`src/rtl/dot_product_feeder_if.sv`:
```
// Memory-read and dot-product-engine bus between the feeder and its peers.
// master is the feeder side; slave is the memories plus engine side.
interface dot_product_feeder_if #(
    parameter int ADDR_W = 8,
    parameter int NI     = 8
);
    logic              mem_rd_en;
    logic [ADDR_W-1:0] mem_addr;
    logic [31:0]       mem_a_rdata;
    logic [31:0]       mem_b_rdata;
    logic              dp_reset;
    logic [32*NI-1:0]  dp_row_a;
    logic [32*NI-1:0]  dp_row_b;
    logic              dp_finish;
    logic [31:0]       dp_result;

    modport master (
        output mem_rd_en, mem_addr,
        input  mem_a_rdata, mem_b_rdata,
        output dp_reset, dp_row_a, dp_row_b,
        input  dp_finish, dp_result
    );

    modport slave (
        input  mem_rd_en, mem_addr,
        output mem_a_rdata, mem_b_rdata,
        input  dp_reset, dp_row_a, dp_row_b,
        output dp_finish, dp_result
    );
endinterface

```
`src/rtl/dot_product_feeder.sv`:
```
// Fetches two vectors, packs them into NI-lane packages and streams them
// into the dot-product engine, then returns the engine's scalar result.
module dot_product_feeder #(
    parameter int NOE     = 10,
    parameter int NI      = 8,
    parameter int ADDR_W  = 8,
    parameter int TIMEOUT = 64
) (
    input  logic        clk,
    input  logic        reset,
    input  logic        start,
    output logic        busy,
    output logic        done,
    output logic        error,
    output logic [31:0] result,
    dot_product_feeder_if.master bus
);
    localparam int NPKG  = (NOE + NI - 1) / NI;
    localparam int NSLOT = NPKG * NI;
    localparam int RW    = 32 * NI;
    localparam int CMAX  = (2 * NPKG > TIMEOUT) ? 2 * NPKG : TIMEOUT;
    localparam int CW    = $clog2(CMAX + 1);

    typedef enum logic [2:0] {
        S_IDLE, S_LOAD, S_STREAM, S_DRAIN, S_DONE, S_ERR
    } state_t;

    state_t            state_q, state_d;
    logic              busy_q, busy_d;
    logic              done_q, done_d;
    logic              error_q, error_d;
    logic [31:0]       result_q, result_d;
    logic              rd_en_q, rd_en_d;
    logic [ADDR_W-1:0] addr_q, addr_d;
    logic              cap_vld_q, cap_vld_d;
    logic [ADDR_W-1:0] cap_idx_q, cap_idx_d;
    logic              dp_reset_q, dp_reset_d;
    logic [RW-1:0]     row_a_q, row_a_d;
    logic [RW-1:0]     row_b_q, row_b_d;
    logic [CW-1:0]     cnt_q, cnt_d;
    logic [31:0]       buf_a_q [NSLOT];
    logic [31:0]       buf_a_d [NSLOT];
    logic [31:0]       buf_b_q [NSLOT];
    logic [31:0]       buf_b_d [NSLOT];
    logic              row_en;
    logic [CW-1:0]     pkg_sel;

    always_comb begin
        state_d   = state_q;
        done_d    = 1'b0;
        error_d   = 1'b0;
        result_d  = result_q;
        rd_en_d   = 1'b0;
        addr_d    = addr_q;
        cap_vld_d = rd_en_q;
        cap_idx_d = addr_q;
        cnt_d     = cnt_q;
        row_en    = 1'b0;
        pkg_sel   = '0;
        row_a_d   = '0;
        row_b_d   = '0;
        buf_a_d   = buf_a_q;
        buf_b_d   = buf_b_q;

        // Read data lands one cycle after its strobe
        for (int k = 0; k < NSLOT; k++) begin
            if (cap_vld_q && 32'(cap_idx_q) == k) begin
                buf_a_d[k] = bus.mem_a_rdata;
                buf_b_d[k] = bus.mem_b_rdata;
            end
        end

        unique case (state_q)
            S_IDLE: begin
                if (start) begin
                    state_d = S_LOAD;
                    rd_en_d = 1'b1;
                    addr_d  = '0;
                    for (int k = 0; k < NSLOT; k++) begin
                        buf_a_d[k] = '0;
                        buf_b_d[k] = '0;
                    end
                end
            end
            S_LOAD: begin
                if (rd_en_q && addr_q != ADDR_W'(NOE - 1)) begin
                    rd_en_d = 1'b1;
                    addr_d  = addr_q + ADDR_W'(1);
                end
                if (cap_vld_q && cap_idx_q == ADDR_W'(NOE - 1)) begin
                    state_d = S_STREAM;
                    cnt_d   = '0;
                    row_en  = 1'b1;
                end
            end
            S_STREAM: begin
                if (cnt_q == CW'(2 * NPKG - 1)) begin
                    state_d = S_DRAIN;
                    cnt_d   = '0;
                end else begin
                    cnt_d   = cnt_q + CW'(1);
                    row_en  = 1'b1;
                    pkg_sel = cnt_d >> 1;
                end
            end
            S_DRAIN: begin
                if (bus.dp_finish) begin
                    state_d  = S_DONE;
                    done_d   = 1'b1;
                    result_d = bus.dp_result;
                end else if (cnt_q == CW'(TIMEOUT - 1)) begin
                    state_d = S_ERR;
                    error_d = 1'b1;
                end else begin
                    cnt_d = cnt_q + CW'(1);
                end
            end
            S_DONE:  state_d = S_IDLE;
            S_ERR:   state_d = S_IDLE;
            default: state_d = S_IDLE;
        endcase

        // Slot 0 sits in the top word; the engine eats the upper half first
        if (row_en) begin
            for (int p = 0; p < NPKG; p++) begin
                if (pkg_sel == CW'(p)) begin
                    for (int s = 0; s < NI; s++) begin
                        row_a_d[RW-1-32*s -: 32] = buf_a_d[p*NI+s];
                        row_b_d[RW-1-32*s -: 32] = buf_b_d[p*NI+s];
                    end
                end
            end
        end

        dp_reset_d = !(state_d == S_STREAM || state_d == S_DRAIN);
        busy_d     = state_d != S_IDLE;
    end

    always_ff @(posedge clk) begin
        if (reset) begin
            state_q    <= S_IDLE;
            busy_q     <= 1'b0;
            done_q     <= 1'b0;
            error_q    <= 1'b0;
            result_q   <= '0;
            rd_en_q    <= 1'b0;
            addr_q     <= '0;
            cap_vld_q  <= 1'b0;
            cap_idx_q  <= '0;
            dp_reset_q <= 1'b1;
            row_a_q    <= '0;
            row_b_q    <= '0;
            cnt_q      <= '0;
            for (int k = 0; k < NSLOT; k++) begin
                buf_a_q[k] <= '0;
                buf_b_q[k] <= '0;
            end
        end else begin
            state_q    <= state_d;
            busy_q     <= busy_d;
            done_q     <= done_d;
            error_q    <= error_d;
            result_q   <= result_d;
            rd_en_q    <= rd_en_d;
            addr_q     <= addr_d;
            cap_vld_q  <= cap_vld_d;
            cap_idx_q  <= cap_idx_d;
            dp_reset_q <= dp_reset_d;
            row_a_q    <= row_a_d;
            row_b_q    <= row_b_d;
            cnt_q      <= cnt_d;
            buf_a_q    <= buf_a_d;
            buf_b_q    <= buf_b_d;
        end
    end

    assign busy         = busy_q;
    assign done         = done_q;
    assign error        = error_q;
    assign result       = result_q;
    assign bus.mem_rd_en = rd_en_q;
    assign bus.mem_addr  = addr_q;
    assign bus.dp_reset  = dp_reset_q;
    assign bus.dp_row_a  = row_a_q;
    assign bus.dp_row_b  = row_b_q;
endmodule

```
`src/flat_wrapper.sv`:
```
// flat-port wrapper written by rule: the top's interface ports become plain ports
module dot_product_feeder_flat 
#(
    parameter int NOE     = 10,
    parameter int NI      = 8,
    parameter int ADDR_W  = 8,
    parameter int TIMEOUT = 64
)
  (clk, reset, start, busy, done, error, result, bus_mem_rd_en, bus_mem_addr, bus_mem_a_rdata, bus_mem_b_rdata, bus_dp_reset, bus_dp_row_a, bus_dp_row_b, bus_dp_finish, bus_dp_result);
  dot_product_feeder_if #(.ADDR_W(ADDR_W), .NI(NI)) bus_i ();
  input  logic clk;
  input  logic reset;
  input  logic start;
  output logic busy;
  output logic done;
  output logic error;
  output logic [31:0] result;
  output wire logic [$bits(bus_i.mem_rd_en)-1:0] bus_mem_rd_en;
  output wire logic [$bits(bus_i.mem_addr)-1:0] bus_mem_addr;
  input wire logic [$bits(bus_i.mem_a_rdata)-1:0] bus_mem_a_rdata;
  input wire logic [$bits(bus_i.mem_b_rdata)-1:0] bus_mem_b_rdata;
  output wire logic [$bits(bus_i.dp_reset)-1:0] bus_dp_reset;
  output wire logic [$bits(bus_i.dp_row_a)-1:0] bus_dp_row_a;
  output wire logic [$bits(bus_i.dp_row_b)-1:0] bus_dp_row_b;
  input wire logic [$bits(bus_i.dp_finish)-1:0] bus_dp_finish;
  input wire logic [$bits(bus_i.dp_result)-1:0] bus_dp_result;
  assign bus_mem_rd_en = bus_i.mem_rd_en;
  assign bus_mem_addr = bus_i.mem_addr;
  assign bus_i.mem_a_rdata = bus_mem_a_rdata;
  assign bus_i.mem_b_rdata = bus_mem_b_rdata;
  assign bus_dp_reset = bus_i.dp_reset;
  assign bus_dp_row_a = bus_i.dp_row_a;
  assign bus_dp_row_b = bus_i.dp_row_b;
  assign bus_i.dp_finish = bus_dp_finish;
  assign bus_i.dp_result = bus_dp_result;
  dot_product_feeder #(.NOE(NOE), .NI(NI), .ADDR_W(ADDR_W), .TIMEOUT(TIMEOUT)) u_core (.clk(clk), .reset(reset), .start(start), .busy(busy), .done(done), .error(error), .result(result), .bus(bus_i));
endmodule
```
`config.mk`:
```
export PLATFORM = sky130hd
export DESIGN_NAME = dot_product_feeder_flat
export DESIGN_NICKNAME = d
export VERILOG_FILES = /design/src/rtl/dot_product_feeder_if.sv /design/src/rtl/dot_product_feeder.sv /design/src/flat_wrapper.sv
export SDC_FILE = /design/constraint.sdc
export NUM_CORES = 2
export LEC_CHECK = 0
export ABC_CLOCK_PERIOD_IN_PS = 2800
export CORE_MARGIN = 3
export CORE_UTILIZATION = 56
export CTS_CLUSTER_SIZE = 20
export DETAILED_ROUTE_END_ITERATION = 6
export PLACE_DENSITY = 0.79
export SYNTH_ARGS = -nofsm -noshare
export SYNTH_HDL_FRONTEND = slang
export SYNTH_SLANG_ARGS = --single-unit
```
`constraint.sdc`:
```
create_clock -name clk -period 2.8 [get_ports clk]
set_input_delay 0.28 -clock clk [delete_from_list [all_inputs] [get_ports clk]]
set_output_delay 0.28 -clock clk [all_outputs]
set_load 0.01 [all_outputs]
```
-- Yosys cells after proc, flatten, opt, wreduce, memory -nomap -nowiden
Cells that the tools add are included.
- flip-flop bits (word level): 1600
- input port bits: 100
- output and inout bits: 557
- word-level logic and storage cells: 173
- $add $sub $neg: 2
- equal/unequal tests: 29
- mux-type cells: 64
- bitwise operators: 2
- reduce and logical (&&, ||, !) cells: 31
- operator list (kind ; number):
    $mux W512 ; 4
    $mux W256 ; 4
    $mux W32 ; 32
    $eq A8 B4 Y1 const B ; 8
    $mux W7 ; 5
    $eq A8 B3 Y1 const B ; 4
    $pmux W7 S3 ; 1
    $logic_and A1 B1 Y1 ; 17
    $eq A8 B2 Y1 const B ; 2
    $mux W8 ; 2
    $pmux W8 S2 ; 1
    $mux W3 ; 5
    $eq A3 B2 Y1 const B ; 4
    $pmux W3 S4 ; 1
    $add A8 B1 Y8 const B ; 1
    $eq A8 B1 Y1 const B ; 1
    $logic_not A8 Y1 ; 1
    $ne A8 B4 Y1 const B ; 1
    $add A7 B1 Y7 const B ; 1
    $eq A7 B1 Y1 const B ; 1
    $eq A7 B2 Y1 const B ; 1
    $eq A7 B6 Y1 const B ; 1
    $logic_not A7 Y1 ; 1
    $mux W1 ; 6
    other kinds (16) ; 23

-- Depth between registers and ports, before layout
- depth in word-level cells: 7
- mapped depth: 10
- depth with buffers taken out: 8

-- Least setup slack after synthesis
OpenSTA, ideal clock, no wires.
- path type: register to register
- from: register u_core.cap_idx_q[5]
- to: register u_core.row_b_q[204], in the netlist u_core.bus.dp_row_b[204]
- setup time: 127 ps
- data arrival time: 2288 ps
- slack: 385 ps
- cell stages (with the launch flop): 9
- clock period less this slack: 2415 ps
- cell sequence: dfxtp_1 -> or4_4 -> or3_1 -> buf_6 -> nor2_8 -> buf_2 -> mux2i_1 -> nand2b_1 -> o2bb2ai_1
- word-level cells in the longest chain between the ends: 7
- elaborated cells on any way between the ends: 14
- ends and longest elaborated chain (what ; RTL line ; text):
    start, declared ; dot_product_feeder.sv:36 ; logic [ADDR_W-1:0] cap_idx_q, cap_idx_d;
    start signal, assigned ; dot_product_feeder.sv:167 ; cap_idx_q <= cap_idx_d;
    $eq A8 B1 Y1 ; dot_product_feeder.sv:67 ; if (cap_vld_q && 32'(cap_idx_q) == k) begin
    $logic_and A1 B1 Y1 ; dot_product_feeder.sv:67 ;
    $mux W32 ; dot_product_feeder.sv:67 ;
    $mux W512 ; dot_product_feeder.sv:75 ; if (start) begin
    $mux W512 ; dot_product_feeder.sv:73 ; unique case (state_q)
    $mux W256 (2 in a row) ; dot_product_feeder.sv:126 ; if (pkg_sel == CW'(p)) begin
    end signal, assigned ; dot_product_feeder.sv:170 ; row_b_q <= row_b_d;
    end, declared ; dot_product_feeder.sv:39 ; logic [RW-1:0] row_b_q, row_b_d;
Parallel ways exist; a longest one is shown, timed or not.
A chain may end at the register's enable or synchronous reset.

-- Final worst setup path
- from: register u_core.cap_idx_q[5]
- to: register u_core.row_a_q[251], in the netlist u_core.bus.dp_row_a[251]
- word-level cells in the longest chain between the ends: 7
- elaborated cells on any way between the ends: 16
- ends and longest elaborated chain (what ; RTL line ; text):
    $logic_not A8 Y1 ; dot_product_feeder.sv:67 ;
    $logic_and A1 B1 Y1 ; dot_product_feeder.sv:67 ;
    $mux W32 ; dot_product_feeder.sv:67 ;
    $mux W512 ; dot_product_feeder.sv:75 ;
    $mux W512 ; dot_product_feeder.sv:73 ;
    $mux W256 (2 in a row) ; dot_product_feeder.sv:126 ;
    end signal, assigned ; dot_product_feeder.sv:169 ; row_a_q <= row_a_d;
    end, declared ; dot_product_feeder.sv:38 ; logic [RW-1:0] row_a_q, row_a_d;
Parallel ways exist; a longest one is shown, timed or not.

==> results.cfg <==
[power_and_ir_drop]
finalPower_mw = 46.0
peakVddDrop_v = 0.000525
leakagePower_nw = 28.6
powerDensity_nw_per_um2 = 627

[critical_path]
critPathCaptureType = register
worstPathCellList = or4_4, or3_1, buf_12, nor2_8, buf_12, buf_4, mux2i_1, o22ai_1
crit_path_max_fanout = 25
cp_slowest_cell = or4_4
start_kind = register
crit_top_cell = buf_12
crit_type = reg -> reg
cp-startpoint = u_core.cap_idx_q[5]
cpPeakStageDelay_ns = 0.56
r2r-start = u_core.cap_idx_q[5]
required_ns = 3.42
worstPathArrival_ns = 3.31

[yosys]
synth.area.top_cells = dfxtp_1 (54%), mux2i_1 (18%), nor2_1 (6.4%), mux2_2 (3.6%), o2bb2ai_1 (2.9%)
ys_ff_latch = 1600
syn_inst = 5758
yosysWarnings = 0
synth_ff_type = dfxtp_1
ys_seq_area_frac = 0.540
netlist-cell-type-count = 54
yosysTopAreaCell = dfxtp_1
synth_edf_count = 0
yosysTopAreaCellShare = 0.540
synth_nets = 5861
synthArstFlopShare = 0
synth_area_um2 = 59300
syn_avg_cell_area_um2 = 10.3

[die]
die_w_um = 331
die-area_um2 = 110000
core_area_um2 = 104000
core.rowCount = 118
top_level_ports = 657
chipHeight_um = 331
start_util = 0.569

[timing]
finalCritPeriodShare = 0.961
min_period_ns = 2.69
fin_skew_ns = 0.0233
tns_ns = 0
tightestPinTransition_ns = 0.972
finalMaxSlewViolations = 0
rsz0062_at_grt = no
fmax_ghz = 0.371
finalSetupViolations = 0
slew_headroom = 0.350
hold_viol = 0

[routing]
vias = 45200
drc = 0
drt_wl_total_mm = 176
drtAntennaViolNets = 0
drt_iter0_markers = 4088
wire_per_inst_um = 22.8
first_pass_iters = 6
viasPerCell = 5.84

[cells_and_area]
drive_above_1_share = 0.109
nets = 6325
synthToLayoutAreaGrowth_pct = 23.6
layout.cells.non_filler = 7730

[global_route]
antenna_found_initial = 5
grt_pass1_wl_mm = 264
grt_max_degree = 106
grtUsageTotal = 0.306
grt.overflow.total = 0
grt_pass1_vias = 43700

[hold_path]
hold_start = bus_dp_result[7]
hold_class = in -> reg

[placed_design]
gp_congestion = 0.842
io_buffers = 656
dpl.hpwl_mm = 111
place_inst = 7440

[clock_tree]
cts_setup_buffers = 0
cts.path.max_buffers = 3
clk_latency_ns = 0.77
clockRootBuffer = clkbuf_16
cts.clk_slew.worst_paths_ns = 0.06
numCtsBuffers = 159
tritoncts = yes
cts.sinks = 1600
h-tree-depth = 4

[job]
cap_violations = 0

[outcome]
status = complete, no violations
through the flow:
step | area, um2 | setup slack, ns | hold slack [ns] | utilization
2_1_floorplan | 59300 | 0.385 | 0.359 | -
3_3_place_gp | 67800 | 0.213 | 0.441 | 0.651
3_5_place_dp | 67800 | 0.137 | 0.446 | 0.651
4_1_cts | 73300 | 0.0966 | 0.0183 | 0.703
5_1_grt | 73300 | 0.0151 | 0.0539 | 0.703
6_report | 73300 | 0.108 | 0.0579 | 0.703
layer usage:
layer,vias to the layer above,track usage,routed length (um)
li1,20800,-,-
met1,22100,0.398,72800
met2,1857,0.498,82100
met3,384,0.0518,12500
met4,4,0.146,8510
met5,-,0,34
area by class of cell:
type / count / area (um2)
diodes: 1 / 2.50
clock buffers: 239 / 4870
clock inverters: 49 / 589
fillers: 7599 / 30900
inverters: 6 / 22.5
multi-input cells: 3585 / 24900
flip-flops and latches: 1600 / 32000
well taps: 1380 / 1730
repair buffers: 870 / 9180
cells in the final DEF (no fill, tap or decap), drive strengths merged, types with 3 or more instances in the layout:
cell type and instances:
nand3 12, nand2b 204, a211o 9, dfxtp 1600
nor2 1021, clkdlybuf4s50 654, ha 3, clkinv 34
nand2 148, a221o 32, o21ai 44, a21oi 313
nor3b 4, bufinv 9, nor2b 20, clkbuf 239
xor2 5, nor4 4, nand4 4, and3 6
o2bb2ai 199, and2 3, nor3 3, inv 9
clkinvlp 3, mux2 192, o22ai 273, mux2i 1050
or3 3, a211oi 13, buf 215
power by group:
group          internal [mW]  switching, mW  leakage, nW  total, mW
combinational          0.395          0.952         13.0       1.35
clock                   12.9           8.96         2.70       21.8
sequential              22.8         0.0117         12.9       22.8
total                   36.1           9.93         28.6       46.0
cell usage after synthesis (all sizes together), types with 4 or more instances:
master and n:
mux2i 1050, and3 6, nor3b 4, nor2 1021
a221o 32, buf 152, dfxtp 1600, nand3 12
nand4 4, nor4 4, xor2 5, nor2b 20
a211o 9, o21ai 44, o22ai 273, a211oi 13
o2bb2ai 199, nand2 148, clkbuf 415, nand2b 204
mux2 192, a21oi 313, inv 6
path summary, 6_finish.rpt:
path                              endpoint  slack, ns  cells past startpoint
hold reg to reg          u_core.result[31]       0.45                      2
setup / recovery  u_core.bus.dp_row_a[251]       0.11                      8
setup reg to reg  u_core.bus.dp_row_a[251]       0.11                      8
hold / removal            u_core.result[7]       0.06                      3
cells by family (layout without fill, tap and decap cells):
group,after synthesis,count (layout),synth area share
AOI/OAI and AO/OA,893,893,0.0981
buffers and inverters,573,1164,0.0419
DFF,1600,1600,0.540
and+or+nand+nor,1441,1441,0.105
muxes,1242,1242,0.214
xor gates and xnor gates,6,6,0.000886
adders and majority gates,3,3,0.000633
other,0,1,0
sequential cells by signal, indices dropped and copies added (netlist names):
name,cells
u_core.buf_a_q,512
u_core.bus.mem_addr,8
u_core.bus.dp_row_a,256
u_core.done,1
u_core.error,1
u_core.busy,1
u_core.buf_b_q,512
u_core.state_q,3
u_core.bus.dp_reset,1
u_core.cap_idx_q,8
u_core.bus.mem_rd_en,1
u_core.bus.dp_row_b,256
u_core.result,32
u_core.cnt_q,7
u_core.cap_vld_q,1
timing repair:
action,in CTS,in global routing
hold endpoints to repair,7,0
resized for setup,0,1
setup endpoints to repair,0,3
hold buffers,1,0
critical path, delay by kind of cell, from the launching register on:
| kind | cells | cell delay, ns |
|---|---|---|
| compound gates | 1 | 0.15 |
| flops | 1 | 0.31 |
| buf+inv | 3 | 0.65 |
| simple gates | 3 | 1.11 |
| mux | 1 | 0.29 |
Power figures use the tool's default switching activity.
